### config.mk
export PLATFORM = sky130hd
export DESIGN_NAME = bram_arbiter
export DESIGN_NICKNAME = d
export VERILOG_FILES = /design/src/rtl/bram_arbiter.sv
export SDC_FILE = /design/constraint.sdc
export NUM_CORES = 1
export LEC_CHECK = 0
export CAP_MARGIN = 10
export CORE_AREA = 2 2 123 125
export DETAILED_ROUTE_END_ITERATION = 10
export DIE_AREA = 0 0 125 127
export PLACE_DENSITY_LB_ADDON = 0.15
export SKIP_CTS_REPAIR_TIMING = 1
export SLEW_MARGIN = 10
export SYNTH_ARGS = -nofsm -noshare
export SYNTH_HDL_FRONTEND = slang
export SYNTH_SLANG_ARGS = --single-unit
### constraint.sdc
create_clock -name wb_clk_i -period 4.1 [get_ports wb_clk_i]
set_clock_uncertainty 0.1 [all_clocks]
set_input_delay 0.82 -clock wb_clk_i [delete_from_list [all_inputs] [get_ports wb_clk_i]]
set_output_delay 0.82 -clock wb_clk_i [all_outputs]
set_load 0.03 [all_outputs]
### src/rtl/bram_arbiter.sv
// bram_arbiter: shares one 32-bit BRAM port between the Wishbone slave (WB) and
// a secondary master (M1). Round-robin on ties. Each grant holds the BRAM
// enable for DELAYS-1 cycles, captures the read data, then pulses the winner's
// ack for one cycle.
// Ports:
//   wb_clk_i, wb_rst_n            clock, async active-low reset
//   wbs_*                         Wishbone slave request / response
//   m1_*                          secondary master request / response
//   bram_en_o/we_o/a_o/di_o/do_i  BRAM port
//   busy_o                        FSM not idle
//   owner_o                       current or last grant (0 = WB, 1 = M1)
module bram_arbiter #(
  parameter int unsigned DELAYS    = 10,
  parameter logic [7:0]  ADDR_BASE = 8'h38
) (
  input  logic        wb_clk_i,
  input  logic        wb_rst_n,
  input  logic        wbs_stb_i,
  input  logic        wbs_cyc_i,
  input  logic        wbs_we_i,
  input  logic [3:0]  wbs_sel_i,
  input  logic [31:0] wbs_adr_i,
  input  logic [31:0] wbs_dat_i,
  output logic        wbs_ack_o,
  output logic [31:0] wbs_dat_o,
  input  logic        m1_req_i,
  input  logic        m1_we_i,
  input  logic [3:0]  m1_sel_i,
  input  logic [31:0] m1_adr_i,
  input  logic [31:0] m1_dat_i,
  output logic        m1_ack_o,
  output logic [31:0] m1_dat_o,
  output logic        bram_en_o,
  output logic [3:0]  bram_we_o,
  output logic [31:0] bram_a_o,
  output logic [31:0] bram_di_o,
  input  logic [31:0] bram_do_i,
  output logic        busy_o,
  output logic        owner_o
);

  localparam int unsigned CNT_W = 5;

  typedef enum logic [1:0] {
    S_IDLE   = 2'd0,
    S_ACCESS = 2'd1,
    S_ACK    = 2'd2
  } state_t;

  state_t             r_state;
  state_t             w_state_n;
  logic [CNT_W-1:0]   r_cnt;
  logic [CNT_W-1:0]   w_cnt_n;
  logic               r_last_grant;
  logic               w_last_grant_n;
  logic               w_owner_n;
  logic               w_grant;
  logic               w_sample;
  logic               r_recover;
  logic [31:0]        r_rdata;

  logic               w_wb_req;
  logic               w_m1_req;
  logic               w_owner_req;
  logic [3:0]         w_sel_we;
  logic [31:0]        w_adr;
  logic [31:0]        w_di;

  // Request terms; a WB request outside the BRAM window is invisible here
  assign w_wb_req    = wbs_stb_i & wbs_cyc_i & (wbs_adr_i[31:24] == ADDR_BASE);
  assign w_m1_req    = m1_req_i;
  assign w_owner_req = owner_o ? w_m1_req : w_wb_req;

  // Controls of the requester selected by this cycle's arbitration
  assign w_sel_we = w_owner_n ? (m1_sel_i & {4{m1_we_i}}) : (wbs_sel_i & {4{wbs_we_i}});
  assign w_adr    = w_owner_n ? m1_adr_i : wbs_adr_i;
  assign w_di     = w_owner_n ? m1_dat_i : wbs_dat_i;

  assign wbs_dat_o = r_rdata;
  assign m1_dat_o  = r_rdata;

  // State register
  always_ff @(posedge wb_clk_i or negedge wb_rst_n) begin
    if (!wb_rst_n) begin
      r_state      <= S_IDLE;
      r_cnt        <= '0;
      r_last_grant <= 1'b1;
    end else begin
      r_state      <= w_state_n;
      r_cnt        <= w_cnt_n;
      r_last_grant <= w_last_grant_n;
    end
  end

  // Arbitration and sequencing
  always_comb begin
    w_state_n      = r_state;
    w_cnt_n        = r_cnt;
    w_last_grant_n = r_last_grant;
    w_owner_n      = owner_o;
    w_grant        = 1'b0;
    w_sample       = 1'b0;
    case (r_state)
      S_IDLE: begin
        // The IDLE cycle right after an ACK only lets stale requests settle
        if (!r_recover && (w_wb_req || w_m1_req)) begin
          w_grant        = 1'b1;
          w_owner_n      = (w_wb_req && w_m1_req) ? ~r_last_grant : w_m1_req;
          w_last_grant_n = w_owner_n;
          w_cnt_n        = '0;
          w_state_n      = S_ACCESS;
        end
      end
      S_ACCESS: begin
        w_cnt_n = r_cnt + CNT_W'(1);
        // A withdrawn request aborts without ack, even on the last cycle
        if (!w_owner_req) begin
          w_state_n = S_IDLE;
        end else if (r_cnt == CNT_W'(DELAYS - 2)) begin
          w_sample  = 1'b1;
          w_state_n = S_ACK;
        end
      end
      S_ACK: begin
        w_state_n = S_IDLE;
      end
      default: begin
        w_state_n = S_IDLE;
      end
    endcase
  end

  // Registered outputs, derived from the next state so they align with it
  always_ff @(posedge wb_clk_i or negedge wb_rst_n) begin
    if (!wb_rst_n) begin
      owner_o   <= 1'b0;
      bram_en_o <= 1'b0;
      bram_we_o <= '0;
      bram_a_o  <= '0;
      bram_di_o <= '0;
      r_rdata   <= '0;
      wbs_ack_o <= 1'b0;
      m1_ack_o  <= 1'b0;
      busy_o    <= 1'b0;
      r_recover <= 1'b0;
    end else begin
      owner_o   <= w_owner_n;
      bram_en_o <= (w_state_n == S_ACCESS);
      // Write strobes only in the first ACCESS cycle
      bram_we_o <= w_grant ? w_sel_we : 4'h0;
      if (w_grant) begin
        bram_a_o  <= w_adr;
        bram_di_o <= w_di;
      end
      if (w_sample) begin
        r_rdata <= bram_do_i;
      end
      wbs_ack_o <= (w_state_n == S_ACK) && !w_owner_n;
      m1_ack_o  <= (w_state_n == S_ACK) &&  w_owner_n;
      busy_o    <= (w_state_n != S_IDLE);
      r_recover <= (r_state == S_ACK);
    end
  end

endmodule
==> results of run 1 <==
==> stage by stage <==
step	utilization	hold WS (ns)	total power [mW]
after global routing	0.6424	0.4235	6.891
after CTS	0.6424	0.3856	6.654
after floorplan	-	0.3506	3.795
after global placement	0.6011	0.3716	5.075
after detailed placement	0.6011	0.3735	5.138
final	0.6424	0.3919	6.591
==> power groups by stage <==
| stage | logic, mW | clock network, mW | registers (mW) |
|---|---|---|---|
| 4_1_cts | 3.28 | 1.52 | 1.86 |
| 2_1_floorplan | 1.15 | 0 | 2.65 |
| 3_5_place_dp | 3.27 | 0 | 1.87 |
| 6_report | 3.25 | 1.48 | 1.86 |
| 5_1_grt | 3.41 | 1.57 | 1.91 |
| 3_3_place_gp | 3.23 | 0 | 1.84 |
==> layout by cell type (no fill, tap or decap), types with 2 or more instances in the layout <==
cell	instances
o21ai_0	4
bufinv_16	3
o31ai_1	38
clkbuf_16	17
clkbuf_8	2
buf_12	2
inv_1	5
clkdlybuf4s50_1	310
ha_1	2
a22o_1	5
nor2b_1	4
mux2_4	7
mux2_2	22
a2bb2oi_1	3
o211ai_1	4
mux2_1	3
nand2_1	9
nand4_1	5
clkinv_2	6
clkbuf_1	2
nor4_1	57
clkinvlp_4	2
nor3_1	2
o31ai_2	19
buf_4	9
nor2_1	61
a21oi_1	9
nand3_1	59
dfrtp_1	113
==> worst max-delay path by stage <==
stage	startpoint	endpoint	slack [ns]
5_1_grt	wbs_adr_i[30]	bram_a_o[28]	0.91
2_1_floorplan	wbs_adr_i[31]	m1_dat_o[21]	1.68
3_3_place_gp	wbs_adr_i[30]	m1_ack_o	0.80
6_report	wbs_adr_i[25]	m1_ack_o	1.16
4_1_cts	wbs_adr_i[25]	m1_ack_o	1.15
3_5_place_dp	wbs_adr_i[24]	m1_ack_o	0.74
==> registers in the layout (all words and copies together), names as in the netlist <==
register,count
bram_a_o,32
bram_di_o,32
bram_en_o,1
bram_we_o,4
busy_o,1
m1_ack_o,1
m1_dat_o,32
owner_o,1
r_cnt,5
r_last_grant,1
r_recover,1
r_state,2
wbs_ack_o,1
==> final cells by class <==
cell class	instances	area [µm²]	share of cell area
Clock buffer	21	460.4	0.04969
Clock inverter	11	135.1	0.01458
Inverter	5	18.77	0.002025
Multi-Input combinational cell	336	2357	0.2544
Sequential cell	114	2854	0.3080
Tap cell	184	230.2	0.02484
Timing Repair Buffer	321	3211	0.3465
==> layer usage <==
layer  vias to the layer above  track usage  wire length [µm]
met3                        42      0.08040              1688
met4                         0       0.1000               588
met1                      2577       0.2709              7323
met5                         -            0                 0
li1                       2468            -                 -
met2                       282       0.4009              9262
==> logic make-up (layout without fill, tap and decap cells) <==
| group | count (synthesis) | after routing | share of synthesized area |
|---|---|---|---|
| AO/OA/AOI/OAI | 88 | 88 | 0.1327 |
| buffers and inverters | 86 | 358 | 0.09065 |
| adder cells (fa/ha/maj) | 2 | 2 | 0.004400 |
| AND/OR/NAND/NOR | 213 | 213 | 0.2009 |
| XOR/XNOR | 1 | 1 | 0.001540 |
| flip-flops | 114 | 114 | 0.5019 |
| multiplexers | 32 | 32 | 0.06799 |
==> out/results.ini, run 1 <==
[worst_setup_path]
r2r_end = m1_ack_o
path_cells = clkdlybuf4s50_1, and4bb_2, a41o_2, nor3_1, nor2b_1
required_ns = 4.32
r2r_slack_ns = 1.49
startpoint_type = input port
crit_family = simple AND/OR/NAND/NOR gates
critPathMaxStageDelay_ns = 0.81
cp_num_buf_inv = 1
cp_max_fo = 26
r2r_cells = 5
end_kind = register
criticalPathCategory = input port to register
cp_slowest_cell = nor3_1
crit_cells = 5
worstReg2RegStart = r_last_grant
cp_data_arrival_time_ns = 3.16

[placement]
hpwl_um = 13110
gp_congestion = 0.7780
port_buffers = 311
pre_cts_ws_ns = 0.7394
place_area_um2 = 8671
dpl.cell_count = 960

[routing]
first_pass_iters = 5
drc = 0
ant_nets = 0
wl_per_cell_um = 19.01
dr.first_iter.drc_count = 334
vias_per_cell = 5.412
num_vias = 5369
routed_wl_um = 18860

[global_routing]
grt-ovfl-total = 0
grt_pass1_vias = 5521
grt.total_usage = 0.2349
grt_antenna_before_repair = 0
grt_pass1_wl_um = 29430
grt_start_max_net_pins = 59

[timing]
finalMaxSlewViolations = 0
finalSetupViolCount = 0
rsz0062_at_grt = no
max_freq_mhz = 339.9
worst_slack_ns = 1.158
min_period_ns = 2.942
slew-limit-headroom = 0.4060
finalSetupTns_ns = 0
fin_crit_sh = 0.7176
hold_viol = 0
worst_pin_slew_ns = 0.8842

[yosys]
yosysUniqueCellTypes = 46
synth_async_sr_flop_share = 1.000
ys_warn_count = 0
synth_common_cells = dfrtp_1 (113), nor2_1 (62), nand3_1 (59)
yosysTopAreaCell = dfrtp_1
ys.flop_type = dfrtp_1
synth_nets = 713
synth_area_um2 = 5687
syn_avg_cell_area_um2 = 10.61
synth_top_area_frac = 0.4972
ys_seq_elements = 114
yosysMostFrequentCell = dfrtp_1
synth-edff-count = 0
synthCells = 536
ys_seq_area_frac = 0.5019
yosys-top-cells-area = dfrtp_1 (50%), nor4_1 (6.3%), nand3_1 (5.2%)

[clock_tree]
clock_latency_ns = 0.40
htreeDepth = 4
root_buffer = clkbuf_16
cts_buffer_depth = 2
cts_tree = done
cts_num_sinks = 114
clkTransAtPathRegs_ns = 0.05
cts_buffers = 17

[power_and_ir_drop]
power_switching_mw = 2.628
power.density_nw_per_um2 = 711.3
seqPwrFrac = 0.282
leakage_nw = 3.884
p_clk_frac = 0.225
p_int_mw = 3.963
switching_share = 0.3987
p_comb_frac = 0.493
ir_drop_mv = 0.3415

[job]
max_cap_violations = 0

[floorplan]
ios = 312
rows = 44
die-area_um2 = 15880
die_h_um = 127
die_w_um = 125
initial_core_util = 0.3943
core_um2 = 14420

[layout]
drive_above_1_share = 0.1275
syn2layout_area_growth_pct = 62.95
fillers = 1145
instances_no_fill = 992
final_nets = 972
final_area_um2 = 9266
antennaDiodeCount = 0

[outcome]
status = finished clean

[worst_hold_path]
hp-class = input port to async pin

Power figures use the tool's default switching activity.
==> run 2: changes to the inputs <==
--- a/config.mk
+++ b/config.mk
@@ -6,9 +6,9 @@
 export NUM_CORES = 1
 export LEC_CHECK = 0
 export CAP_MARGIN = 10
-export CORE_AREA = 2 2 123 125
+export CORE_AREA = 2 2 129 131
 export DETAILED_ROUTE_END_ITERATION = 10
-export DIE_AREA = 0 0 125 127
+export DIE_AREA = 0 0 131 133
 export PLACE_DENSITY_LB_ADDON = 0.15
 export SKIP_CTS_REPAIR_TIMING = 1
 export SLEW_MARGIN = 10
==> constraint.sdc (replaced) <==
create_clock -name wb_clk_i -period 2.4 [get_ports wb_clk_i]
set_clock_uncertainty 0.1 [all_clocks]
set_input_delay 0.48 -clock wb_clk_i [delete_from_list [all_inputs] [get_ports wb_clk_i]]
set_output_delay 0.48 -clock wb_clk_i [all_outputs]
set_load 0.03 [all_outputs]
==> run 2 against run 1 <==
Critical path type is now register to output pin. Flip-flop and latch count stayed put. Via count is 2.6% higher. Die area rose by 9.8%. Total power up 77%. Non-clock buffer count is 28 higher. Clock-buffer cell count decreased by 2.
==> out/results.ini, run 2 (same netlist as run 1, synthesis figures left out) <==
[layout]
layout_commonest_cell = clkdlybuf4s50_1
layout.area.seq_um2 = 2854
syn2layout_area_growth_pct = 70.56
instances_no_fill = 1056
multi_input_area_um2 = 2357
drive_above_1_share = 0.1579
fillers = 1334
final_area_um2 = 9699
antennaDiodeCount = 0
most-common-layout-cells = clkdlybuf4s50_1 (310), dfrtp_1 (113), nor2_1 (61), nand3_1 (59), nor4_1 (57)
final_nets = 1000

[job]
max_cap_violations = 0

[worst_setup_path]
crit_family = buffers and inverters
required_ns = 1.82
critPathMaxStageDelay_ns = 0.77
cp_slowest_cell = clkdlybuf4s50_1
path_cells = clkdlybuf4s50_1
criticalPathCategory = register to output pin
startpoint_type = register
end_kind = output pin
cp_data_arrival_time_ns = 1.71
cp_num_buf_inv = 1
cp_max_fo = 5

[global_routing]
grt_start_max_net_pins = 61
grt.total_usage = 0.2200
grt-ovfl-total = 0
grt_antenna_before_repair = 0
grt_pass1_vias = 5672
grt_pass1_wl_um = 29700

[placement]
dpl.cell_count = 1023
hpwl_um = 13950
pre_cts_ws_ns = -0.1726
place_area_um2 = 9031
gp_congestion = 0.8216
port_buffers = 311

[floorplan]
initial_core_util = 0.3516
die-area_um2 = 17420
rows = 47
ios = 312
die_w_um = 131
die_h_um = 133
core_um2 = 16170

[clock_tree]
root_buffer = clkbuf_16
clock_latency_ns = 0.41
cts_buffer_depth = 2
cts_num_sinks = 114
clkTransAtPathRegs_ns = 0.05
cts_tree = done
htreeDepth = 4
cts_buffers = 17

[timing]
worst_slack_ns = 0.1117
fin_crit_sh = 0.9535
finalMaxSlewViolations = 0
rsz0062_at_grt = no
finalSetupViolCount = 0
finalSetupTns_ns = 0
max_freq_mhz = 437.0
slew-limit-headroom = 0.5642
worst_pin_slew_ns = 0.6488
min_period_ns = 2.288
hold_viol = 0

[routing]
drc = 0
first_pass_iters = 5
wl_per_cell_um = 18.18
ant_nets = 0
vias_per_cell = 5.215
routed_wl_um = 19200
dr.first_iter.drc_count = 238
num_vias = 5507

[power_and_ir_drop]
leakage_nw = 4.088
power.density_nw_per_um2 = 1201
p_total_mw = 11.65
ir_drop_mv = 0.6292

[outcome]
status = finished clean

[worst_hold_path]
hp-class = input port to async pin

## run 2: changes by cell type in the layout (fill, tap and decap cells not counted), moves of 2 or more
cell | before | now
buf_12 | 2 | 11
clkbuf_1 | 2 | 0
clkinv_2 | 6 | 3
bufinv_16 | 3 | 5
inv_6 | 0 | 2
buf_4 | 9 | 27
## run 2: layer usage
metal | vias to the layer above | track usage | wire length, µm
met3 | 37 | 0.07764 | 1964
met2 | 287 | 0.3883 | 9763
li1 | 2524 | - | -
met1 | 2659 | 0.2379 | 6971
met5 | - | 0 | 0
met4 | 0 | 0.08570 | 495
## run 2: worst paths after layout
check                             startpoint             to  slack (ns)  depth (start not counted)
worst max-delay path                 owner_o        owner_o        0.11                          1
worst min-delay path                wb_rst_n   m1_dat_o[17]        0.32                          2
worst max register to register  r_last_grant  bram_di_o[21]        0.22                          6
worst min register to register      r_cnt[4]       r_cnt[4]        0.40                          1
max in group asynchronous           wb_rst_n   r_last_grant        1.34                          3
min in group wb_clk_i               r_cnt[4]       r_cnt[4]        0.40                          1
## run 2: area by class of cell
type	instances	area share
clock inverter	13	0.02116
timing repair buffer	349	0.3646
clock buffer	19	0.04670
inverter	5	0.001935
multi-input combinational	336	0.2430
sequential	114	0.2942
tap	220	0.02838
## run 2: power by group
part           total [mW]  switching, mW  internal, mW
clock                2.82          0.921          1.90
combinational        5.64           3.13          2.51
sequential           3.20          0.522          2.67
total                11.7           4.57          7.08
## run 2: metrics by stage
stage,hold slack [ns],utilization
global placement,0.1945,0.5585
finish,0.3228,0.5998
floorplan,0.08441,-
global route,0.3108,0.5998
detailed placement,0.1944,0.5585
CTS,-0.2479,0.5991
==> run 3: changes to the inputs <==
--- a/config.mk
+++ b/config.mk
@@ -7,6 +7,7 @@
 export LEC_CHECK = 0
 export CAP_MARGIN = 10
 export CORE_AREA = 2 2 129 131
+export CTS_CLUSTER_SIZE = 24
 export DETAILED_ROUTE_END_ITERATION = 10
 export DIE_AREA = 0 0 131 133
 export PLACE_DENSITY_LB_ADDON = 0.15
==> results of run 3 <==
No change in the layout: final DEF, timing and power equal those of run 2.
